===== config.mk =====
export PLATFORM = sky130hd
export DESIGN_NAME = spi_cmd_regbank
export DESIGN_NICKNAME = d
export VERILOG_FILES = /design/src/rtl/spi_cmd_regbank.sv
export SDC_FILE = /design/constraint.sdc
export NUM_CORES = 1
export LEC_CHECK = 0
export BUFFER_PORTS_ARGS = -buffer_cell sky130_fd_sc_hd__buf_2
export CAP_MARGIN = 30
export CORE_MARGIN = 1
export CORE_UTILIZATION = 42
export CTS_BUF_LIST = sky130_fd_sc_hd__clkbuf_16
export CTS_CLUSTER_DIAMETER = 30
export DETAILED_ROUTE_END_ITERATION = 16
export MAX_ROUTING_LAYER = met4
export PLACE_DENSITY = 0.68
export SYNTH_ARGS = -nofsm -noshare
export SYNTH_HDL_FRONTEND = slang
export SYNTH_SLANG_ARGS = --single-unit

===== constraint.sdc =====
create_clock -name clk -period 5.58 [get_ports clk]
set_clock_uncertainty 0.2 [all_clocks]
set_input_delay 0.837 -clock clk [delete_from_list [all_inputs] [get_ports clk]]
set_output_delay 0.837 -clock clk [all_outputs]
set_load 0.02 [all_outputs]

===== src/rtl/spi_cmd_regbank.sv =====
// SPI command decoder and parameter register bank with extended update acks.
// Optional `define SPI_CMD_CHECKSUM_EN adds XOR checksum bytes to write, read and feedback frames.
module spi_cmd_regbank #(
  parameter int NUM_REGS   = 4,
  parameter int REG_BYTES  = 2,
  parameter int FB_BYTES   = 4,
  parameter int ACK_CYCLES = 4,
  parameter logic [NUM_REGS*REG_BYTES*8-1:0] RESET_VALUES = {16'd30, 16'd0, 16'd20, 16'd80}
) (
  input  logic                            clk,
  input  logic                            rst_n,
  input  logic                            cs_n,
  input  logic [7:0]                      rx_byte,
  input  logic                            rx_valid,
  output logic [7:0]                      tx_byte,
  output logic [NUM_REGS*REG_BYTES*8-1:0] reg_data,
  output logic [NUM_REGS-1:0]             reg_ack,
  output logic                            start_ack,
  output logic                            stop_ack,
  input  logic [FB_BYTES*8-1:0]           fb_data_async,
  input  logic                            fb_valid_async,
  output logic                            cmd_err
);

  localparam int RW = REG_BYTES * 8;
  localparam int AW = $clog2(ACK_CYCLES + 1);

`ifdef SPI_CMD_CHECKSUM_EN
  localparam int CSUM = 1;
  typedef enum logic [2:0] {S_IDLE, S_START, S_STOP, S_WR, S_RD, S_FB, S_CHK} state_t;
`else
  localparam int CSUM = 0;
  typedef enum logic [2:0] {S_IDLE, S_START, S_STOP, S_WR, S_RD, S_FB} state_t;
`endif

  state_t                state;
  logic [3:0]            idx;
  logic [2:0]            k;
  logic [7:0]            csum;
  logic [RW-1:0]         shadow;
  logic [RW-1:0]         wr_word;
  logic                  cs_q;
  logic                  abort;
  logic [2:0]            fb_sync;
  logic [FB_BYTES*8-1:0] fb_snapshot;
  logic [AW-1:0]         reg_cnt [NUM_REGS];
  logic [AW-1:0]         start_cnt;
  logic [AW-1:0]         stop_cnt;
  logic [7:0]            first_byte;
  logic [7:0]            nxt_byte;
  logic                  rd_last;
  logic                  nxt_is_data;

  function automatic logic [7:0] pick_byte(input logic [NUM_REGS*RW-1:0] regs,
                                           input logic [FB_BYTES*8-1:0] fb,
                                           input logic from_fb, input logic [3:0] ri,
                                           input int b);
    pick_byte = 8'hFF;
    if (from_fb) begin
      for (int j = 0; j < FB_BYTES; j++)
        if (j == b) pick_byte = fb[j*8 +: 8];
    end else begin
      for (int r = 0; r < NUM_REGS; r++)
        for (int j = 0; j < REG_BYTES; j++)
          if (r == int'(ri) && j == b) pick_byte = regs[r*RW + j*8 +: 8];
    end
  endfunction

  // A cs_n rising edge aborts any frame in progress, even with rx_valid in the same cycle
  assign abort = cs_n && !cs_q && (state != S_IDLE);

  always_comb begin
    wr_word = shadow;
    for (int j = 0; j < REG_BYTES; j++)
      if (j == int'(k)) wr_word[j*8 +: 8] = rx_byte;
  end

  assign first_byte  = pick_byte(reg_data, fb_snapshot, rx_byte == 8'hAB, rx_byte[3:0], 0);
  assign nxt_byte    = pick_byte(reg_data, fb_snapshot, state == S_FB, idx, int'(k) + 1);
  assign rd_last     = int'(k) == ((state == S_FB) ? FB_BYTES : REG_BYTES) + CSUM - 1;
  assign nxt_is_data = int'(k) + 1 < ((state == S_FB) ? FB_BYTES : REG_BYTES);

  always_comb begin
    for (int r = 0; r < NUM_REGS; r++) reg_ack[r] = (reg_cnt[r] != '0);
  end
  assign start_ack = (start_cnt != '0);
  assign stop_ack  = (stop_cnt != '0);

  always_ff @(posedge clk)
    if (state == S_WR && rx_valid && !abort) shadow <= wr_word;

  always_ff @(posedge clk or negedge rst_n) begin
    if (!rst_n) begin
      fb_sync     <= '0;
      fb_snapshot <= '0;
    end else begin
      fb_sync <= {fb_sync[1:0], fb_valid_async};
      if (cs_n && fb_sync[2]) fb_snapshot <= fb_data_async;
    end
  end

  always_ff @(posedge clk or negedge rst_n) begin
    if (!rst_n) begin
      state     <= S_IDLE;
      idx       <= '0;
      k         <= '0;
      csum      <= '0;
      cs_q      <= 1'b1;
      tx_byte   <= 8'hFF;
      cmd_err   <= 1'b0;
      reg_data  <= RESET_VALUES;
      start_cnt <= '0;
      stop_cnt  <= '0;
      for (int r = 0; r < NUM_REGS; r++) reg_cnt[r] <= '0;
    end else begin
      cs_q    <= cs_n;
      cmd_err <= 1'b0;
      for (int r = 0; r < NUM_REGS; r++)
        if (reg_cnt[r] != '0) reg_cnt[r] <= reg_cnt[r] - 1'b1;
      if (start_cnt != '0) start_cnt <= start_cnt - 1'b1;
      if (stop_cnt != '0) stop_cnt <= stop_cnt - 1'b1;

      if (abort) begin
        state   <= S_IDLE;
        tx_byte <= 8'hFF;
        cmd_err <= 1'b1;
        k       <= '0;
      end else begin
        case (state)
          S_IDLE: if (rx_valid) begin
            idx  <= rx_byte[3:0];
            k    <= '0;
            csum <= rx_byte;
            if (rx_byte == 8'h06) state <= S_START;
            else if (rx_byte == 8'h04) state <= S_STOP;
            else if (rx_byte == 8'hAB) begin
              state   <= S_FB;
              tx_byte <= first_byte;
              csum    <= rx_byte ^ first_byte;
            end else if (rx_byte[7:4] == 4'h8 && int'(rx_byte[3:0]) < NUM_REGS) begin
              state <= S_WR;
            end else if (rx_byte[7:4] == 4'h4 && int'(rx_byte[3:0]) < NUM_REGS) begin
              state   <= S_RD;
              tx_byte <= first_byte;
              csum    <= rx_byte ^ first_byte;
            end else begin
              cmd_err <= 1'b1;
            end
          end
          S_START: begin
            start_cnt <= AW'(ACK_CYCLES);
            state     <= S_IDLE;
          end
          S_STOP: begin
            stop_cnt <= AW'(ACK_CYCLES);
            state    <= S_IDLE;
          end
          S_WR: if (rx_valid) begin
            csum <= csum ^ rx_byte;
            if (int'(k) == REG_BYTES - 1) begin
`ifdef SPI_CMD_CHECKSUM_EN
              state <= S_CHK;
`else
              for (int r = 0; r < NUM_REGS; r++)
                if (r == int'(idx)) begin
                  reg_data[r*RW +: RW] <= wr_word;
                  reg_cnt[r]           <= AW'(ACK_CYCLES);
                end
              state <= S_IDLE;
`endif
            end else begin
              k <= k + 1'b1;
            end
          end
`ifdef SPI_CMD_CHECKSUM_EN
          S_CHK: if (rx_valid) begin
            if (rx_byte == csum) begin
              for (int r = 0; r < NUM_REGS; r++)
                if (r == int'(idx)) begin
                  reg_data[r*RW +: RW] <= shadow;
                  reg_cnt[r]           <= AW'(ACK_CYCLES);
                end
            end else begin
              cmd_err <= 1'b1;
            end
            state <= S_IDLE;
          end
`endif
          S_RD, S_FB: if (rx_valid) begin
            if (rd_last) begin
              tx_byte <= 8'hFF;
              state   <= S_IDLE;
            end else begin
              k <= k + 1'b1;
              // Past the data bytes the only remaining slot is the checksum
              if (nxt_is_data) begin
                tx_byte <= nxt_byte;
                csum    <= csum ^ nxt_byte;
              end else begin
                tx_byte <= csum;
              end
            end
          end
          default: state <= S_IDLE;
        endcase
      end
    end
  end

endmodule


; After elaboration in Yosys (flattened, before gate mapping)
; Index checks and enable logic that the tools add are counted.
[word_totals]
output_inout_bits = 79
ff_bits = 161
[op_classes]
n_lt_le_gt_ge = 2
n_reduce_logical = 42
muxes = 88
eq_ne = 39
n_addsub = 9
bitwise_logic = 4
[op_table]
columns = op, n
row1 = 8-bit 2-to-1 mux, 40
row2 = 3-bit 2-to-1 mux, 32
row3 = 3-bit by 32-bit == test with 1-bit output (first input constant), 2
row4 = 12-bit 2-to-1 mux, 4
row5 = 2-bit by 32-bit == test with 1-bit output (first input constant), 1
row6 = 4-bit by 32-bit == test with 1-bit output, 1
row7 = 32-bit zero test, 1
row8 = 32-bit by 2-bit subtractor with 32-bit output (second input constant), 1
row9 = 3-bit nonzero test, 9
row10 = 3-bit inequality test (second input constant), 8
row11 = 8-bit one-hot mux with 3 select lines, 1
row12 = 8-bit XOR, 3
row13 = 5-bit AND reduction, 4
row14 = 3-bit one-hot mux with 3 select lines, 2
row15 = 3-bit by 1-bit subtractor with 3-bit output (second input constant), 6
row16 = 3-bit by 4-bit == test with 1-bit output (first input constant), 4
row17 = 8-bit by 3-bit == test with 1-bit output (second input constant), 2
row18 = 8-bit one-hot mux with 2 select lines, 1
row19 = 1-bit logical AND, 15
row20 = 7-bit AND reduction, 2
row21 = 6-bit AND reduction, 2
row22 = 2-bit inequality test (second input constant), 5
row23 = 3-bit by 2-bit == test with 1-bit output (second input constant), 3
row24 = 2-bit by 4-bit == test with 1-bit output (first input constant), 2
row25 = 21 further kinds, 33

; Longest topological paths before layout
; Gate-level depths: netlist (run 1).
[logic_depth]
depth_word = 17
mapped_depth = 13
depth_no_buf = 11

; Worst setup path after synthesis (run 1)
; Ideal clock, no wire load.
[synth_path]
path_type = input port to flip-flop
start = input port cs_n
end = register reg_data[10]
path_stages = 6
setup_time_ps = 137
setup_slack_ps = 2700
t_required_ps = 5243
arrival_time_ps = 2543
path_cell_list = nand2b_1 > and3_1 > nand3_1 > nor3b_2 > clkbuf_1 > a21oi_1
[synth_via]
elab_chain_cells = 4
[synth_lines]
columns = item, line
row1 = start: declaration, 12  ; input logic cs_n,
row2 = 1-bit logical AND (2 in a row), 70  ; assign abort = cs_n && !cs_q && (state != S_IDLE);
row3 = 1-bit NOT (no source line), --
row4 = 5-bit AND reduction (no source line), --
row5 = end signal: indexed assignment, 166  ; reg_data[r*RW +: RW] <= wr_word;
row6 = end: declaration, 16  ; output logic [NUM_REGS*REG_BYTES*8-1:0] reg_data,
; No other way between the ends.
; A chain may end at the register's enable or synchronous reset.

; Final worst setup path (run 1)
[layout_path]
start = register state[2]
end = register csum[4]
[layout_via]
elab_chain_cells = 7
[layout_lines]
columns = item, line
row1 = start: declaration, 36  ; state_t state;
row2 = start signal: assignment, 104  ; state <= S_IDLE;
row3 = start signal: assignment, 124  ; state <= S_IDLE;
row4 = start signal: assignment, 134  ; if (rx_byte == 8'h06) state <= S_START;
row5 = branches (longest 7 deep; another with 32-bit by 2-bit subtractor with 32-bit output), --
row6 = end signal: assignment, 133  ; csum <= rx_byte;
row7 = end signal: assignment, 139  ; csum <= rx_byte ^ first_byte;
row8 = end signal: assignment, 198  ; csum <= csum ^ nxt_byte;
row9 = end: declaration, 39  ; logic [7:0] csum;
; Parallel ways; which one is timed is not known. The select of a mux whose other input is x is not followed.

==> results of run 1 <==
-- area by class of cell --
class	instances	area, um2
Clock buffer	17	425
Clock inverter	15	190
Fill cell	1910	10100
Inverter	40	150
Multi-Input combinational cell	666	4330
Sequential cell	161	4130
Tap cell	270	338
Timing Repair Buffer	133	719
-- cells in the mapped netlist (all sizes together), types with 5 or more instances --
cell type | number | area share (%)
a211o | 6 | 0.59
o211ai | 7 | 0.59
a21oi | 109 | 6.4
o21a | 7 | 0.59
dfstp | 17 | 5.1
edfxtp | 16 | 5.4
o22ai | 8 | 0.57
nand2b | 11 | 0.78
nor2b | 7 | 0.50
and2 | 6 | 0.42
mux2i | 29 | 3.3
a22oi | 6 | 0.51
dfrtp | 128 | 36
o311ai | 6 | 0.59
nor4 | 5 | 0.42
inv | 39 | 1.7
nand2 | 46 | 2.0
a211oi | 12 | 1.2
xnor2 | 7 | 0.69
clkbuf | 23 | 0.98
or3 | 6 | 0.42
buf | 31 | 1.9
o21ai | 57 | 3.3
nor3b | 7 | 0.71
mux2 | 37 | 4.7
a31oi | 15 | 1.1
ha | 17 | 2.4
nor3 | 19 | 1.4
nor2 | 142 | 6.1
nand4 | 5 | 0.35
nand3 | 16 | 0.91
o31ai | 7 | 0.59
-- power groups by stage --
| stage | registers, uW | clock network [uW] | logic, uW |
|---|---|---|---|
| 2_1_floorplan | 1580 | 0 | 1170 |
| 3_3_place_gp | 1610 | 0 | 1580 |
| 3_5_place_dp | 1610 | 0 | 1590 |
| 4_1_cts | 1590 | 1260 | 1600 |
| 5_1_grt | 1620 | 1310 | 1770 |
| 6_report | 1600 | 1250 | 1630 |
-- path summary, 6_finish.rpt --
check,slack [ps],endpoint,start,depth (start not counted)
min in group asynchronous,560,csum[0],rst_n,2
max in group asynchronous,3400,idx[0],rst_n,4
min,160,fb_sync[2],fb_sync[1],0
max,1230,csum[4],state[2],11
min reg2reg,160,fb_sync[2],fb_sync[1],0
max reg2reg,1230,csum[4],state[2],11
-- routing by layer --
layer  GRT usage, %  wire length (um)  vias to the layer above
met5              -                 0                        -
met4           10.2               858                        0
met3           6.40              2530                       63
met2           40.6             13300                      425
met1           36.9             11900                     3807
li1               -                 -                     3528
-- critical path, delay by kind of cell (launching register included) --
family          cells  cell delay [ps]
compound gates      6             1510
simple gates        3              930
flops               1              620
buf+inv             1              480
fa+ha+maj           1              460
-- cell families after synthesis --
group / share of synthesized area [%]
compound gates: 20.8
xor+xnor: 0.792
fa+ha+maj: 2.40
buf+inv: 4.54
flops: 46.7
mux: 9.01
simple gates: 15.8
-- state kept, by name (all words and copies together), names as in the netlist --
register and count:
reg_data 64, fb_snapshot 32, shadow 16, reg_cnt 12, csum 8, tx_byte 8, idx 4, fb_sync 3
k 3, start_cnt 3, state 3, stop_cnt 3, cmd_err 1, cs_q 1
-- timing repair --
item,CTS,global route
hold buffers,0,1
setup endpoints to repair,0,0
hold endpoints to repair,0,2
-- stage by stage --
| stage | setup slack (ps) | power (uW) | cell area, um2 | hold WS (ps) | util [%] |
|---|---|---|---|---|---|
| 3_5_place_dp | 1360 | 3210 | 9630 | 146 | 47.1 |
| 3_3_place_gp | 1460 | 3190 | 9630 | 134 | 47.1 |
| 2_1_floorplan | 2700 | 2750 | 8840 | 131 | - |
| 6_report | 1230 | 4470 | 10300 | 156 | 50.3 |
| 5_1_grt | 947 | 4710 | 10300 | 160 | 50.3 |
| 4_1_cts | 1350 | 4450 | 10200 | 160 | 50.1 |
==> results.md, run 1 <==
Die:
- The floorplan step defined a die boundary enclosing 0.0216 mm2.
- Once the floorplan was initialized, standard cells occupied 43.3% of the core.
- The core region is 0.0204 mm2.
- The initialized floorplan defines 52 standard-cell rows.
- The die is 147 um wide.
- During I/O placement, the number of pins put on the boundary was 124.
- The vertical extent of the die is 147 um.

Finish:
- The area growth from synthesis to layout is 16.2%.
- In the layout the commonest cells are nor2_1 (137), dfrtp_1 (128), buf_2 (122).
- The total inserted antenna cells is 0.
- Leaving out fill and tap cells, the most frequent cell in the layout is nor2_1.
- The ratio of cells with drive above 1 in the final layout is 24.5%.
- The number of nets in the finished design is 1081.
- The finished layout holds 1302 standard cells, fillers aside.

Setup path:
- The maximum fanout count along the critical path is 20.
- Walking the worst path, the cells encountered are and3b_1, clkinv_1, ha_1, a21oi_1, o31ai_1, a31oi_1, nand2_1, a21oi_2, o21ai_1, a222oi_1, nand3_1.
- At the worst endpoint, the required time is 5680 ps.
- The worst setup path is of the flip-flop to flip-flop kind.
- The delay of the slowest cell on the worst path is 740 ps.
- The worst setup path is captured at a flip-flop.
- The slowest stage of the critical path is the and3b_1 cell.
- STA classifies the critical path startpoint as a flip-flop.
- Data on the critical path arrives at its endpoint at 4450 ps.

Run:
- The number of max-capacitance violations reported is 0.

Placed design:
- The placed wire-length estimate after detailed placement is 20500 um.
- The number of buffers added on ports is 123.
- Routability-driven placement finished with a final weighted congestion of 0.974.
- The number of instances in the placed design is 1268.

Clock network:
- The cell sitting at the root of the clock tree is a clkbuf_16.
- The clock net in this run drives a total of 161 sinks.
- The number of buffers inserted during clock tree synthesis is 17.
- The number of setup buffers added after CTS is 0.
- The clock tree from TritonCTS is done.
- Clock-pin slew was measured on the worst setup and hold paths at 60 ps.
- The H-tree level count is 4.
- At the later pin of the worst-skew pair, clock insertion delay measures 430 ps.
- The maximum clock insertion buffer count is 2.
- The number of gates given a new drive strength after cts is 0.

Run status:
- The flow ran to the end, and the final reports show no timing, DRC or antenna violations.

Routing:
- Wires add up to 28600 um.
- The detailed router finished its first iteration with 927 violations.
- Once detail routing completed, the nets flagged for antenna violations numbered 0.
- Across all layers, the routed design uses 7823 vias.
- The pre-antenna-repair detailed-routing pass consisted of 6 iterations.
- Using the TritonRoute via totals, the vias-per-cell ratio works out to 6.01.
- The average wire per standard cell is 22.0 um.
- For this run, design rule violations remaining after detail routing come to 0.

Synthesis:
- The count of different cell masters after synthesis is 86.
- Among all flip-flop cells after synthesis, the most frequent one is dfrtp_1.
- The share of synthesized registers carrying an async set or reset is 90.1%.
- Synthesis inferred 161 register bits.
- The number of cells produced by synthesis is 921.
- The summed instance area of the synthesized netlist is 0.00884 mm2.
- In this run the mean area of a mapped cell was 9.60 um2.
- The count of yosys warnings during synthesis is 0.
- The synthesized design contains 16 enable-type register cells.
- The sequential cell area fraction in the yosys report is 46.7%.
- The post-synth net total is 983.

Global routing:
- For this run the aggregate overflow at the end of global routing stands at 0.
- The largest net degree at the start of global routing is 101.
- The number of antenna violations at the first check in global routing came to 0.
- Global routing used 27.6% of the available tracks across all layers.
- The global-route wire length before repair is 44000 um.
- The via count of the first global-routing pass is 7419.

STA:
- The maximum clock frequency is 0.230 GHz.
- The worst-case headroom to the max-slew limit is 32.6%.
- The final number of setup-violating endpoints is 0.
- The final hold violation count is 0.
- Setup repair after global routing left no endpoint under its margin.
- The minimum period implied by the final worst setup slack is 4350 ps.
- The post-route clock period utilization is 78.0%.
- The max-slew violation count is 0.
- At the pin with the least slew margin, the transition time is 1010 ps.
- After routing, the total negative slack on setup checks comes to 0 ps.

Pwr:
- The switching power is 1700 uW.
- The internal power is 2770 uW.
- Across the VDD grid, the largest voltage drop is 0.247 mV.
- The share of total power dissipated in combinational logic is 36.4%.
- Summed over all cells, the static leakage comes to 0.00464 uW.
- In this run switching power makes up 38.0% of total power.
- The total power divided by cell area is 435 mW/mm2.
- The power share of the sequential group is 35.7%.
- Per report_power, the clock group accounts for 27.9% of the total.

Worst hold path:
- The type of the worst min-delay path is flip-flop to flip-flop.
Power figures use the tool's default switching activity.
==> run 2, diff against run 1 <==
--- a/config.mk
+++ b/config.mk
@@ -5,6 +5,7 @@
 export SDC_FILE = /design/constraint.sdc
 export NUM_CORES = 1
 export LEC_CHECK = 0
+export ABC_AREA = 1
 export BUFFER_PORTS_ARGS = -buffer_cell sky130_fd_sc_hd__buf_2
 export CAP_MARGIN = 30
 export CORE_MARGIN = 1
@@ -13,7 +14,7 @@
 export CTS_CLUSTER_DIAMETER = 30
 export DETAILED_ROUTE_END_ITERATION = 16
 export MAX_ROUTING_LAYER = met4
-export PLACE_DENSITY = 0.68
+export PLACE_DENSITY = 0.71
 export SYNTH_ARGS = -nofsm -noshare
 export SYNTH_HDL_FRONTEND = slang
 export SYNTH_SLANG_ARGS = --single-unit
==> constraint.sdc (replaced) <==
create_clock -name clk -period 3.6 [get_ports clk]
set_clock_uncertainty 0.2 [all_clocks]
set_input_delay 0.54 -clock clk [delete_from_list [all_inputs] [get_ports clk]]
set_output_delay 0.54 -clock clk [all_outputs]
set_load 0.02 [all_outputs]
==> run 2 against run 1 <==
The run now ends with negative hold slack left. Sequential power increased by 51%. Clock power grew 36%. Register-to-register slack got worse by 730 ps. Sequential share of layout area up 0.28 points. First-iteration DRC count is 24% lower. Final cell count is 15% higher. Clock-buffer cell count unchanged. Die area shrank 1.4%. Setup slack lost 730 ps. Flip-flop and latch count stayed put. Maximum frequency grew 40%.
==> results.md, run 2 <==
Run status:
- The run finished, with violations left.
- The final reports fail on negative hold slack.

Worst hold path:
- The path class of the tightest hold or removal check is input port to asynchronous set/reset pin.

Die:
- The row count is 52 (unchanged).
- The starting utilization of the core area is 43.0% (-0.33 points).
- The vertical extent of the die is 146 um (-0.69%).
- The count of pins on the block boundary is 124 (unchanged).
- The core footprint is 0.0203 mm2 (-0.64%).
- The horizontal die dimension is 146 um (-0.69%).
- The area of the die was 0.0213 mm2 (-1.4%).

Setup path:
- The cell count along the critical path is 16 (+5).
- The setup path with the least slack is of type flip-flop to flip-flop.
- For this design, the slowest cell found on the critical path is dfrtp_1.
- Broken down by cell family, the worst path's largest delay share belongs to simple AND/OR/NAND/NOR gates.
- The delay of the slowest cell on the worst path is 450 ps (-290 ps).
- The maximum fanout count along the critical path is 25 (+25%).
- The cell that appears most often on the critical path is nand2_1.
- The number of buffers and inverters on the critical path came to 1 (unchanged).
- STA classifies the critical path startpoint as a flip-flop.
- The worst setup path is captured at a flip-flop.
- The data arrival time of the worst path is 3260 ps (-1190 ps).
- Traced cell by cell, the critical path runs through ha_1, inv_1, nand2_2, nand2_4, nand3_4, nor2_4, a21oi_1, o21ai_1, nand3_1, nand2_1, nand2_1, nand2_1, nand2_1, a21oi_1, o21ai_0, a21boi_1.
- The required time reported for the critical path endpoint is 3760 ps (-1920 ps).
- The cell count of the worst reg-to-reg path is 16 (+5).

Synthesis:
- The number of cells produced by synthesis is 1083 (+18%).
- The mean cell area of the mapped netlist is 8.05 um2 (-16%).
- The flip-flop and latch count after synthesis is 161 (unchanged).
- The count of different cell masters after synthesis was 44 (-49%).
- The most used flip-flop cell after synthesis is dfrtp_1.
- Summed over all instances, the cell type with the most area after synthesis is dfrtp_1.
- The sequential cell area fraction in the yosys report is 47.4% (+0.66 points).
- The summed instance area of the synthesized netlist is 0.00872 mm2 (-1.4%).
- The count of flip-flops with a built-in enable after synthesis is 16 (unchanged).
- In the post-synthesis netlist, the biggest area contributors are dfrtp_1 (37%), nand2_1 (12%), inv_1 (6.8%).
- The count of yosys warnings during synthesis is 0 (unchanged).
- The share of synthesized registers carrying an async set or reset is 90.1% (unchanged).
- Sorting the synthesized cells by how often they occur yields nand2_1 (269), inv_1 (157), dfrtp_1 (128).
- Among all cell types in the netlist, the one instantiated most often is nand2_1.
- The post-synth net total is 1145 (+16%).
- The area share of the largest cell type after synthesis is 36.7% (+0.51 points).

Pwr:
- The portion of total power attributed to the clock network was 25.3% (-2.6 points).
- The switching power as a share of total power is 41.6% (+3.6 points).
- The peak supply drop is 0.349 mV (+41%).
- The total power divided by cell area came to 657 mW/mm2 (+51%).
- The proportion of power drawn by combinational gates is 38.7% (+2.3 points).
- The power share of the sequential group was 36.0% (+0.3 points).
- The internal power is 3910 uW (+41%).
- The switching power is 2790 uW (+64%).
- The leakage power is 0.00492 uW (+6.0%).

Clock network:
- The number of buffers inserted during clock tree synthesis came to 17 (unchanged).
- The number of setup buffers added after CTS is 0 (unchanged).
- The number of gates given a new drive strength after cts is 0 (unchanged).
- The maximum clock insertion buffer count is 2 (unchanged).
- The clock latency reported for the late side of the worst-skew pair is 430 ps (about the same).
- The post-cts hold buffer count is 0 (unchanged).
- The clock tree from TritonCTS is done.
- The sink count of the clock tree was 161 (unchanged).
- The cell sitting at the root of the clock tree is a clkbuf_16.
- The H-tree level count was 4 (unchanged).
- The clock-pin slew on the worst setup and hold paths was 60 ps (about the same).

Finish:
- In the final layout, the registers with the most flip-flops are reg_data (64), fb_snapshot (32), shadow (16).
- The total area of multi-input combinational cells was 0.00381 mm2 (-12%).
- The number of filler cells placed in the layout is 1991 (+4.2%).
- The ratio of cells with drive above 1 in the final layout is 20.7% (-3.8 points).
- The combined flip-flop and latch cell area was 0.00413 mm2 (unchanged).
- Leaving out fill and tap cells, the most frequent cell in the layout is nand2_1.
- Leaving out fill and tap cells, the most frequent cells in the layout are nand2_1 (269), inv_1 (162), dfrtp_1 (128).
- The total inserted antenna cells is 0 (unchanged).
- The register with the most flip-flops is reg_data.
- The flip-flop count of the largest register after layout is 64 (unchanged).
- The summed area of non-filler cells in the final layout is 0.0102 mm2 (-0.68%).
- The area growth from synthesis to layout is 17.1%.
- The number of nets in the finished design is 1274 (+18%).
- The final core utilization came to 50.3% (about the same).

Placed design:
- The weighted congestion at the end of routability-driven global placement was 0.983 (+0.86%).
- The area of placed instances is 0.00968 mm2 (+0.52%).
- The worst slack after detailed placement is 592 ps (-770 ps).
- The placed wire-length estimate after detailed placement is 20200 um (-1.7%).
- The number of buffers added on ports was 123 (unchanged).

Routing:
- The total number of vias is 7954 (+1.7%).
- The starting DRC count in detailed routing is 706 (-24%).
- The sum of routed wire length over all layers is 26900 um (-6.1%).
- The first-pass iteration count of the detailed router is 6 (unchanged).
- The number of vias per cell after detailed routing is 5.32 (-11%).
- The remaining number of nets flagged by the antenna check after routing is 0 (unchanged).
- The average wire per standard cell is 18.0 um (-18%).
- The DRC violations left is 0 (unchanged).

Global routing:
- The overall global routing resource usage is 26.6% (-1.0 points).
- The via count of the first global-routing pass is 7409 (-0.13%).
- The global-route wire length before repair is 41700 um (-5.2%).
- The total congestion overflow is 0 (unchanged).
- The largest net degree at the start of global routing is 86 (-15%).
- The number of antenna violations at the first check in global routing is 0 (unchanged).

STA:
- The accumulated negative setup slack is 0 ps (unchanged).
- Setup repair after global routing left no endpoint under its margin.
- The minimum period implied by the final worst setup slack is 3100 ps (-1250 ps).
- The worst hold slack after final layout is -59.9 ps (-215 ps).
- The max-slew violation count is 0 (unchanged).
- The worst-case setup margin in the final layout is 501 ps (-726 ps).
- The slew at the pin with the worst max-slew slack was 905 ps (-103 ps).
- The worst-case headroom to the max-slew limit is 39.3% (+6.7 points).
- The maximum clock frequency was 0.323 GHz (+40%).
- The post-route clock period utilization came to 86.1% (+8.1 points).
- The final hold violation count is 21 (+21).
- The final number of setup-violating endpoints is 0 (unchanged).

Run:
- The number of max-capacitance violations reported is 0 (unchanged).
run 2: cell types whose count changed after synthesis, moves of 11 or more:
cell,before,now
nor2_1,140,65
inv_1,37,157
o21ai_0,48,99
nand2_1,43,269
nand2b_1,11,0
o211ai_1,7,20
mux2i_1,29,0
a21oi_1,106,61
a31oi_1,15,0
nand3_1,16,56
o21ai_1,8,24
buf_2,24,12
run 2: metrics by stage:
step                total power [uW]  cells  hold slack (ps)
finish                          6710   1495            -59.9
global route                    7120   1495             11.7
CTS                             6700   1495             4.63
detailed placement              5000   1463              137
global placement                4950   1462              131
floorplan                       4210   1083             44.4
run 2: power groups by stage:
| stage | Clock (uW) | Sequential, uW | Combinational, uW |
|---|---|---|---|
| 2_1_floorplan | 0 | 2460 | 1750 |
| 3_3_place_gp | 0 | 2430 | 2520 |
| 3_5_place_dp | 0 | 2440 | 2560 |
| 4_1_cts | 1710 | 2410 | 2580 |
| 5_1_grt | 1790 | 2440 | 2890 |
| 6_report | 1700 | 2410 | 2600 |
run 2: layout make-up:
| class | count | share of cell area, % |
|---|---|---|
| inverter | 170 | 6.25 |
| timing repair buffer | 140 | 7.44 |
| clock buffer | 17 | 4.17 |
| sequential | 161 | 40.5 |
| multi-input combinational | 722 | 37.3 |
| tap | 270 | 3.31 |
| clock inverter | 15 | 1.05 |
run 2: logic make-up after synthesis:
family	after synthesis	share of synthesized area, %
and+or+nand+nor	433	21.7
AOI/OAI and AO/OA	241	15.7
DFF	161	47.4
buffers and inverters	200	8.95
muxes	28	3.61
xor gates and xnor gates	3	0.301
adders and majority gates	17	2.44
run 2: final timing paths:
path                           startpoint      endpoint  slack (ps)
max                                  k[0]    tx_byte[2]         500
min                                 rst_n  start_cnt[2]         -60
max reg2reg                          k[0]    tx_byte[2]         500
min reg2reg                    fb_sync[1]    fb_sync[2]         150
max in group asynchronous           rst_n  reg_data[18]        2380
min in group clk           fb_valid_async    fb_sync[0]          10
run 2: per-layer routing:
metal  GRT usage [%]  wire length [um]
met5               -                 0
met1            36.1             11700
met4            9.22               752
met2            40.5             12300
met3            4.03              2050
